## src/rtl/audio_pkg.sv

```systemverilog
// Shared audio types used by the synth engine, the sample FIFO and the I2S transmitter.
package audio_pkg;

  localparam int SAMPLE_W = 24;

  typedef logic [SAMPLE_W-1:0] sample_t;

  // Sent to the transmitter whenever no real sample is available.
  localparam sample_t SILENCE = '0;

endpackage

```

## src/rtl/sample_fifo_mem.sv

```systemverilog
// Simple dual-port register array. It has a synchronous write port and a
// combinational read port, so the read word can be captured on the same edge
// that the read pointer advances.
module sync_fifo_mem #(
  parameter int WIDTH = 24,
  parameter int DEPTH = 16
) (
  input  logic                     clk_i,
  input  logic                     we_i,
  input  logic [$clog2(DEPTH)-1:0] waddr_i,
  input  logic [WIDTH-1:0]         wdata_i,
  input  logic [$clog2(DEPTH)-1:0] raddr_i,
  output logic [WIDTH-1:0]         rdata_o
);

  logic [WIDTH-1:0] mem_q [DEPTH];

  // Storage is not reset; the pointers decide which entries are valid.
  always_ff @(posedge clk_i) begin
    if (we_i) mem_q[waddr_i] <= wdata_i;
  end

  assign rdata_o = mem_q[raddr_i];

endmodule

```

## src/rtl/sample_fifo.sv

```systemverilog
// Buffer between the synth voice engine and the I2S transmitter. The FIFO is
// popped on every LRCLK edge, so each channel slot gets a fresh word. When the
// FIFO is starved it outputs silence and counts the underrun.
module sample_fifo
  import audio_pkg::*;
#(
  parameter int WIDTH        = 24,
  parameter int DEPTH        = 16,
  parameter int AFULL_THRESH = 12
) (
  input  logic                   MCLK,
  input  logic                   RESET,
  input  logic [WIDTH-1:0]       WR_DATA,
  input  logic                   WR_EN,
  output logic                   FULL,
  output logic                   ALMOST_FULL,
  output logic [$clog2(DEPTH):0] LEVEL,
  input  logic                   LRCLK,
  input  logic                   FIFO_READ,
  output logic [WIDTH-1:0]       AUDIO,
  output logic                   FIFO_EMPTY,
  output logic [15:0]            UNDERRUN_COUNT
);

  localparam int AW = $clog2(DEPTH);
  localparam int PW = AW + 1;

  // The pointers carry one extra wrap bit, so full and empty are distinct.
  logic [PW-1:0]    wp_q, wp_d, rp_q, rp_d;
  logic             lr_q;
  logic [WIDTH-1:0] audio_q, audio_d;
  logic [15:0]      urun_q, urun_d;

  logic [PW-1:0]    level;
  logic             full, empty, wr_fire, pop_req;
  logic [WIDTH-1:0] rd_word;

  assign level   = wp_q - rp_q;
  assign full    = (level == PW'(DEPTH));
  assign empty   = (level == '0);
  // Full is taken from the registered pointers, so a pop in the same cycle
  // does not make room for a write.
  assign wr_fire = WR_EN && !full;
  assign pop_req = (LRCLK != lr_q) && FIFO_READ;

  sync_fifo_mem #(
    .WIDTH (WIDTH),
    .DEPTH (DEPTH)
  ) u_mem (
    .clk_i   (MCLK),
    .we_i    (wr_fire),
    .waddr_i (wp_q[AW-1:0]),
    .wdata_i (WR_DATA),
    .raddr_i (rp_q[AW-1:0]),
    .rdata_o (rd_word)
  );

  // Next-state for the pointers, the output word and the underrun counter.
  // An empty pop emits silence and never falls through to a word written in
  // the same cycle.
  always_comb begin
    wp_d    = wp_q;
    rp_d    = rp_q;
    audio_d = audio_q;
    urun_d  = urun_q;
    if (wr_fire) wp_d = wp_q + PW'(1);
    if (pop_req) begin
      if (!empty) begin
        audio_d = rd_word;
        rp_d    = rp_q + PW'(1);
      end else begin
        audio_d = WIDTH'(SILENCE);
        if (urun_q != 16'hFFFF) urun_d = urun_q + 16'd1;
      end
    end
  end

  // State registers. Reset discards the contents and also masks any LRCLK
  // edge that arrives in the same cycle.
  always_ff @(posedge MCLK) begin
    if (RESET) begin
      wp_q    <= '0;
      rp_q    <= '0;
      lr_q    <= 1'b0;
      audio_q <= '0;
      urun_q  <= '0;
    end else begin
      wp_q    <= wp_d;
      rp_q    <= rp_d;
      lr_q    <= LRCLK;
      audio_q <= audio_d;
      urun_q  <= urun_d;
    end
  end

  assign LEVEL          = level;
  assign FULL           = full;
  assign FIFO_EMPTY     = empty;
  assign ALMOST_FULL    = (level >= PW'(AFULL_THRESH));
  assign AUDIO          = audio_q;
  assign UNDERRUN_COUNT = urun_q;

endmodule

```

## config.mk

```make
export PLATFORM = sky130hd
export DESIGN_NAME = sample_fifo
export DESIGN_NICKNAME = d
export VERILOG_FILES = /design/src/rtl/audio_pkg.sv /design/src/rtl/sample_fifo_mem.sv /design/src/rtl/sample_fifo.sv
export SDC_FILE = /design/constraint.sdc
export NUM_CORES = 1
export LEC_CHECK = 0
export BUFFER_PORTS_ARGS = -buffer_cell sky130_fd_sc_hd__buf_2
export CAP_MARGIN = 10
export CORE_MARGIN = 2
export CORE_UTILIZATION = 58
export CTS_BUF_LIST = sky130_fd_sc_hd__clkbuf_4
export DETAILED_ROUTE_END_ITERATION = 10
export GPL_TIMING_DRIVEN = 0
export PLACE_DENSITY = 0.75
export SYNTH_ARGS = -nofsm -noshare
export SYNTH_HDL_FRONTEND = slang
export SYNTH_SLANG_ARGS = --single-unit
export TNS_END_PERCENT = 10
```

## constraint.sdc

```tcl
create_clock -name MCLK -period 6.09 [get_ports MCLK]
set_clock_uncertainty 0.2 [all_clocks]
set_input_delay 0.609 -clock MCLK [delete_from_list [all_inputs] [get_ports MCLK]]
set_output_delay 0.609 -clock MCLK [all_outputs]
set_load 0.01 [all_outputs]
```

======== Word level (Yosys, flattened, before mapping) ========
Memory sizes are Yosys's and may differ from the RTL's. A register that Yosys moved wholly into a read port is not among the register bits.
Cells that the tools add are included.
word-level totals
  bits of input ports ..................... 29
  memories ................................ 1
  register bits after elaboration ......... 51
  output and inout port bits .............. 48
  bits in writable memories ............... 384
  word-level logic and storage cells ...... 26
memories
  memory       depth  bits a word  rd ports  clocked after Yosys merged registers in  wr ports  RTL line               RTL
  u_mem.mem_q  16     24           1         1                                        1         sample_fifo_mem.sv:16  logic [WIDTH-1:0] mem_q [DEPTH];
cells by class
  bitwise operators ....................... 1
  mux-type cells .......................... 5
  reductions and logical operators ........ 6
  order comparisons ....................... 1
  equality and inequality tests ........... 3
  add/sub/neg operators ................... 4
operators with widths
  cell                     count
  $mux W24                 1
  $add A16 B1 Y16 const B  1
  $ne A16 B16 Y1 const B   1
  $add A5 B1 Y5 const B    2
  $mux W4                  2
  $eq A5 B5 Y1 const B     1
  $ge A5 B4 Y1 const B     1
  $logic_not A5 Y1         1
  $sub A5 B5 Y5            1
  $reduce_and A3 Y1        1
  $logic_and A1 B1 Y1      2
  $mux W1                  2
  $reduce_and A2 Y1        1
  $logic_not A1 Y1         1
  $ne A1 B1 Y1             1
  $not A1 Y1               1

======== Depth between registers and ports, before layout ========
Gate-level depths: netlist of the first run.
  depth in word-level cells ............... 6
  mapped depth ............................ 12
  mapped depth without buffers ............ 10

======== Modules after synthesis ========
From an unflattened synthesis of the first run, not the netlist that was laid out.
unflattened totals
  cells, all modules ...................... 913
  area total of the unflattened synthesis .. 16,911.2 um^2
by module, submodules not included
  module         cells each  instances  area an instance (um^2)  sequential area each (um^2)
  sync_fifo_mem  612         1          14,450.1                 11,531.1
  sample_fifo    301         1          2,461.1                  1,021.0

======== Worst setup path before layout of the first run ========
No wires, ideal clock.
  path kind ............................... register -> register
  start ................................... register wp_q[0]
  end ..................................... memory u_mem.mem_q[3][0], enable pin
  path buffers ............................ 1
  setup time .............................. 435 ps
  setup slack ............................. 1,607 ps
  clock period less this slack ............ 4,483 ps
  cell stages (with the launch flop) ...... 11
  arrival time ............................ 3,848 ps
  required time ........................... 5,455 ps
  cell sequence ........................... dfxtp_1 -> inv_1 -> ha_1 -> inv_1 -> fa_1 -> xor2_1 -> nand4b_1 -> a211oi_1 -> clkbuf_1 -> or2_2 -> nor3_1
between the ends
  cells in the longest elaborated chain, start to end .. 6
RTL lines
  element                        RTL line               RTL
  start, declared                sample_fifo.sv:29      logic [PW-1:0] wp_q, wp_d, rp_q, rp_d;
  start signal, assigned         sample_fifo.sv:88      wp_q <= wp_d;
  $sub A5 B5 Y5                  sample_fifo.sv:38      assign level = wp_q - rp_q;
  named net LEVEL[2]             sample_fifo.sv:17      output logic [$clog2(DEPTH):0] LEVEL,
  $eq A5 B5 Y1                   sample_fifo.sv:39      assign full = (level == PW'(DEPTH));
  named net FULL                 sample_fifo.sv:15      output logic FULL,
  $logic_not A1 Y1               sample_fifo.sv:43      assign wr_fire = WR_EN && !full;
  $logic_and A1 B1 Y1            sample_fifo.sv:43
  $mux W1                        sample_fifo_mem.sv:20  if (we_i) mem_q[waddr_i] <= wdata_i;
  $mux W1 (not written as such)  sample_fifo_mem.sv:20
  end, declared                  sample_fifo_mem.sv:16
The timed path passes the listed nets, and every way through them passes these cells.

======== Worst setup path in the final report of the first run ========
  start ................................... register wp_q[0]
  end ..................................... output FULL
between the ends
  cells in the longest elaborated chain, start to end .. 2
RTL lines
  element        RTL line
  $sub A5 B5 Y5  sample_fifo.sv:38
  $eq A5 B5 Y1   sample_fifo.sv:39
  end, declared  sample_fifo.sv:15
No other way between the ends.

==> results.txt, run 1 <==
share of cells above drive strength 1: 33.53%
number of routed nets with antenna violations: 0
Setup Buffers After CTS: 0
initial antenna violation count: 1
Arr. time, crit path: 3310 ps
CP endpoint kind: output port
Synth Area in Simple Gates: 3.969%
FMAX: 242.5 MHz
total track usage: 24.87%
clk_lat worst skew: 730 ps
post-route setup slack: 1966 ps
GP Congestion: 0.8395
final wirelength: 37.47 mm
Synth Flop Type: edfxtp_1
Die ar.: 30,740 sq um
final hold vios: 0
Clock transition at path regs: 70 ps
Max clock buf depth: 3
Worst-Margin Slew: 1023 ps
hold endpoint: u_mem.mem_q[1][18]$_DFFE_PP_
XOR/XNOR share of the synthesized area: 0.2573%
Post-synth EDFFs: 384
Post-DP HPWL: 22.29 mm
PD cells: 333.0 nW/um^2
mean routed wirelength per cell: 24.20 microns
fin. max-slew vios: 0
status: finished clean
CP required: 5280 ps
LEAKAGE: 6.466 nW
Seq cells post-synth: 439
Post-synth ARST share: 0%
min-delay src: WR_DATA[18]
Mapped Avg Cell Area: 19.39 sq um
Synth Area in Adders: 0.8526%
gr ovfl total: 0
via/cell ratio: 6.114
HP Class: in2reg
final routed DRC violation total: 0
dpl cells: 1,345
r2r startpoint: wp_q[0]$_SDFFE_PP0P_
vias in the first global route: 9,751
H-tree level count: 3
# nets final: 1,112
global-route wire length before repair: 55.97 mm
setup tns final: 0 ps
Non-Filler Instances: 1,548
CP max FO: 10
largest family of logic cells by synthesized area: multiplexers
Num CTS Buffers: 106
post-route minimum period: 4124 ps
Die Span Y: 175.3 microns
Post-CTS Resized: 0
Core Box Area: 28,780 sq um
initial core utilization: 59.15%
Rel. slew slack: 31.79%
post-synth cell types: 46
post-synthesis mux area share: 14.58%
# IOs: 77
CTS tree: yes
Min Hold Slack: 43.88 ps
FF-to-FF path depth: 11
Syn Std Cell Area: 17,020 sq um
hold depth: 1
fin util: 67.69%
Setup violations, final: 0
PortBufs: 76
synthesized netlist cell count: 878
RSZ-0062 raised after global routing: false
FF-to-FF End: u_mem.mem_q[13][4]$_DFFE_PP_
crit path launch type: register
vias post-DR: 9,464
Reg2Reg Setup Slack: 2150 ps
compound-gate portion of the synthesized area: 4.653%
Die X: 175.3 microns
Syn. warnings: 0
crit share post-route: 67.71%
root cell of the clock tree: clkbuf_4
drt first-iter violations: 1,006
Num Clock Sinks: 439
largest net degree at the start of global routing: 25
max-cap viol count: 0
Setup Crit Path Kind: reg2out
fill count: 1,934
peak supply drop: 182.8 uV
P&R area growth vs syn: 14.44%
syn nets: 918
dpl ws: 2211 ps
Seq/Total Area, Yosys: 74.21%
drt pass-1 iters: 5
FP Rows: 62
[synthesized netlist by cell type, drive strengths merged (4+ instances only)]
master | instances | area [sq um]
clkbuf | 36 | 135.1
nor2 | 13 | 48.80
inv | 10 | 37.53
or3 | 6 | 37.54
edfxtp | 384 | 11530
mux2 | 7 | 78.82
nand3 | 12 | 60.06
ha | 10 | 125.1
nor3 | 5 | 30.03
nand4 | 6 | 37.54
nor2b | 11 | 68.82
xor2 | 4 | 35.03
or4 | 9 | 67.56
nand2 | 11 | 41.29
a21oi | 50 | 250.2
mux4 | 96 | 2162
o21ai | 9 | 45.04
dfxtp | 55 | 1101
and3 | 16 | 100.1
mux2i | 24 | 240.2
o31ai | 10 | 75.07
and4 | 4 | 35.03
a22o | 24 | 210.2
o22ai | 23 | 143.9
buf | 15 | 80.07
[cell usage in the layout (no fill, tap or decap), types with 5 or more instances in the layout]
cell and count:
or3_1 6, o21ai_0 9, buf_6 5, o31ai_1 10, inv_1 9, or4_1 9, o22ai_1 23, a21oi_1 50
dfxtp_1 55, clkinv_2 5, mux2i_1 24, and3_2 12, edfxtp_1 384, nand2_1 11, clkbuf_1 36, nand3_1 12
buf_2 89, clkinv_1 28, nor2b_1 9, mux4_2 96, nor2_1 13, nand4_1 6, ha_1 10, clkbuf_4 162
a22o_1 24
[registers in the layout, indices dropped and copies added, names as in the netlist, named ones only]
name / cells
lr_q: 1
wp_q: 5
AUDIO: 24
u_mem.mem_q: 384
rp_q: 5
UNDERRUN_COUNT: 16
[power breakdown]
| group | switching [W] | leakage (nW) | internal (W) |
|---|---|---|---|
| registers | 0.0000298 | 3.91 | 0.00334 |
| logic | 0.000397 | 1.71 | 0.000295 |
| clock network | 0.00112 | 0.841 | 0.00130 |
| total | 0.00155 | 6.47 | 0.00494 |
[worst max-delay path: stages, from the launching register on]
cell	delay, ps
dfxtp_1	410
inv_1	110
ha_1	200
inv_1	70
fa_1	440
nor3b_1	210
nand4b_1	190
a211oi_1	430
clkbuf_1	320
buf_2	200
[layer usage]
metal  vias to the layer above  track usage [%]  part of all wire [%]
met5                         -                0                     0
met2                       504            39.09                    48
met1                      4784            35.04                    41
met3                        54            6.255                   9.3
li1                       4122                -                     -
met4                         0            7.569                   1.8
[how the worst max path moves through the flow]
| stage | startpoint | endpoint | slack (ps) | depth (start not counted) |
|---|---|---|---|---|
| 6_report | wp_q[0]$_SDFFE_PP0P_ | FULL | 1970 | 9 |
| 5_1_grt | wp_q[0]$_SDFFE_PP0P_ | FULL | 1740 | 9 |
| 4_1_cts | wp_q[0]$_SDFFE_PP0P_ | FULL | 1930 | 9 |
| 3_5_place_dp | wp_q[0]$_SDFFE_PP0P_ | u_mem.mem_q[3][10]$_DFFE_PP_ | 2210 | 11 |
| 3_3_place_gp | wp_q[0]$_SDFFE_PP0P_ | wp_q[4]$_SDFFE_PP0P_ | -560 | 9 |
| 2_1_floorplan | wp_q[0]$_SDFFE_PP0P_ | u_mem.mem_q[3][0]$_DFFE_PP_ | 1610 | 10 |
[logic make-up after synthesis]
group                      count (synthesis)
DFF                                      439
muxes                                    127
AOI/OAI and AO/OA                        124
and+or+nand+nor                          111
buffers and inverters                     61
adders and majority gates                 11
xor gates and xnor gates                   5
[layout make-up]
class	count	area, sq um	area share [%]
flip-flops and latches	439	12630	64.84
well taps	384	480.5	2.466
clock buffers	162	1216	6.243
inverters	10	37.54	0.1927
repair buffers	86	518.0	2.659
plain buffers	51	215.2	1.105
clock inverters	37	201.4	1.034
multi-input cells	378	4178	21.45
diodes	1	2.502	0.01285
[metrics by stage]
step                total power (W)  instance area [sq um]
finish                     0.006487                  19480
detailed placement         0.004128                  18030
global placement           0.004109                  17880
CTS                        0.006527                  19460
floorplan                  0.003895                  17020
global route               0.006733                  19480
[timing repair]
action | 4_1_cts | 5_1_grt
hold buffers | 1 | 2
endpoints found under the hold margin | 1 | 21
setup endpoints to repair | 0 | 0
No activity file was read; power rests on OpenSTA's default activity.
==> run 2: changes to the inputs <==
==> constraint.sdc (replaced) <==
create_clock -name MCLK -period 3.8 [get_ports MCLK]
set_clock_uncertainty 0.2 [all_clocks]
set_input_delay 0.38 -clock MCLK [delete_from_list [all_inputs] [get_ports MCLK]]
set_output_delay 0.38 -clock MCLK [all_outputs]
set_load 0.01 [all_outputs]
==> results.txt, run 2 (same netlist as run 1, synthesis figures left out) <==
clk_lat worst skew: 750 ps
HP Class: in2reg
Psw: 0.002559 W
critical path buffer and inverter count: 4
FF-to-FF End: AUDIO[12]$_SDFFE_PP0P_
total track usage: 25.38%
drt first-iter violations: 1,095
LEAKAGE: 6.606 nW
largest reg by FF count: u_mem.mem_q
max-cap viol count: 0
CP max FO: 10
Worst-Margin Slew: 970.0 ps
Setup Crit Path Kind: reg2out
share of power burned in registers: 51.3%
Num Clock Sinks: 439
peak supply drop: 301.8 uV
CTS tree: yes
vias in the first global route: 9,843
share of cells above drive strength 1: 32.75%
status: finished clean
Slowest cell on crit path: fa_1
Clock transition at path regs: 60 ps
vias post-DR: 9,718
P&R area growth vs syn: 16.88%
Post-DP HPWL: 22.43 mm
fin. max-slew vios: 0
RSZ-0062 raised after global routing: true
Die Span Y: 175.3 microns
crit path launch type: register
final hold vios: 0
internal power: 0.007964 W
FF-to-FF path depth: 11
Design Area, Final: 19,900 sq um
Die ar.: 30,740 sq um
PortBufs: 76
number of routed nets with antenna violations: 0
Reg2Reg Setup Slack: 180 ps
logic gate share of total power: 11.1%
global-route wire length before repair: 57.29 mm
CP endpoint kind: output port
final wirelength: 39.47 mm
sw frac: 24.32%
# nets final: 1,142
number of flip-flops under the largest register name: 384
crit path cell chain: inv_1 -> ha_1 -> inv_1 -> fa_1 -> xor2_2 -> a211o_1 -> a211oi_2 -> buf_2 -> buf_2
crit share post-route: 95.40%
final routed DRC violation total: 0
clock share of power: 37.6%
Max clock buf depth: 3
Rel. slew slack: 35.33%
commonest non-fill, non-tap cell in the layout: edfxtp_1
Die X: 175.3 microns
root cell of the clock tree: clkbuf_4
drt pass-1 iters: 7
Num CTS Buffers: 105
setup tns final: 0 ps
cell family with most CP delay: adder cells
initial antenna violation count: 1
post-route minimum period: 3625 ps
mean routed wirelength per cell: 25.00 microns
hold depth: 3
# IOs: 77
FP Rows: 62
largest net degree at the start of global routing: 25
initial core utilization: 59.15%
hold endpoint: lr_q$_SDFF_PP0_
Arr. time, crit path: 3050 ps
gr ovfl total: 0
Setup violations, final: 0
via/cell ratio: 6.155
PD cells: 528.9 nW/um^2
FMAX: 275.8 MHz
DP Area: 18,080 sq um
CP required: 3220 ps
commonest non-fill, non-tap cells in the layout: edfxtp_1, clkbuf_4, mux4_2, buf_2, dfxtp_1
launch point of the critical path: wp_q[0]$_SDFFE_PP0P_
min-delay src: LRCLK
H-tree level count: 3
GP Congestion: 0.8254
r2r startpoint: wp_q[0]$_SDFFE_PP0P_
Core Box Area: 28,780 sq um
Worst path max stage delay: 430 ps
run 2: power by group through the flow:
stage	registers [W]	clock network [W]	logic [W]
after floorplan	0.00551	0	0.000735
after global placement	0.00550	0	0.00108
after detailed placement	0.00551	0	0.00112
after CTS	0.00540	0.00400	0.00115
after global routing	0.00541	0.00426	0.00125
final	0.00540	0.00396	0.00116
run 2: routing by layer:
metal | GRT usage [%] | up-vias | wire length (microns)
met3 | 5.152 | 68 | 3431
met2 | 40.29 | 518 | 19180
li1 | - | 4191 | -
met4 | 6.389 | 0 | 722
met1 | 36.87 | 4941 | 16150
met5 | 0 | - | 0
run 2: repair_timing:
item | 4_1_cts | 5_1_grt
resized for setup | 5 | 17
setup endpoints to repair | 226 | 238
hold buffers | 28 | 0
pin swaps | 0 | 7
hold endpoints to repair | 398 | 0
buffers inserted | 0 | 1
cloned | 0 | 5
run 2: worst register-to-register path, cell delays in order (launching register included):
cell and delay, ps:
dfxtp_2 350, inv_1 120, ha_1 170, inv_1 50
fa_1 430, xor2_2 260, nand4b_1 210, a211o_1 180
inv_2 80, nor3_2 640, clkbuf_1 620, a22o_1 240
run 2: layout make-up:
cell class	instances	area (sq um)
Buffer	51	221.5
Multi-Input combinational cell	383	4268
Antenna cell	1	2.502
Clock inverter	48	289.0
Fill cell	1798	8885
Timing Repair Buffer	112	828.3
Sequential cell	439	12630
Tap cell	384	480.5
Inverter	10	37.54
Clock buffer	151	1134
run 2: through the flow:
step                setup slack (ps)  cells  hold WS (ps)  power [W]  util (%)
finish                         174.7   1579         240.9    0.01052     69.13
global route                  -40.52   1579         213.1    0.01092     69.13
CTS                           -30.15   1572         190.5    0.01055     68.79
detailed placement            -172.0   1345         258.2   0.006621     62.81
global placement               -2852   1338         256.9   0.006582     62.16
floorplan                     -525.7    878         278.9   0.006242         -
run 2: how the worst max path moves through the flow:
stage                                    end  slack (ps)  cells after the start
5_1_grt                                 FULL         -40                      9
2_1_floorplan           wp_q[4]$_SDFFE_PP0P_        -530                      9
4_1_cts        u_mem.mem_q[13][20]$_DFFE_PP_         -30                     11
3_3_place_gp            wp_q[4]$_SDFFE_PP0P_       -2850                      9
6_report                                FULL         170                      9
3_5_place_dp    u_mem.mem_q[2][11]$_DFFE_PP_        -170                     12
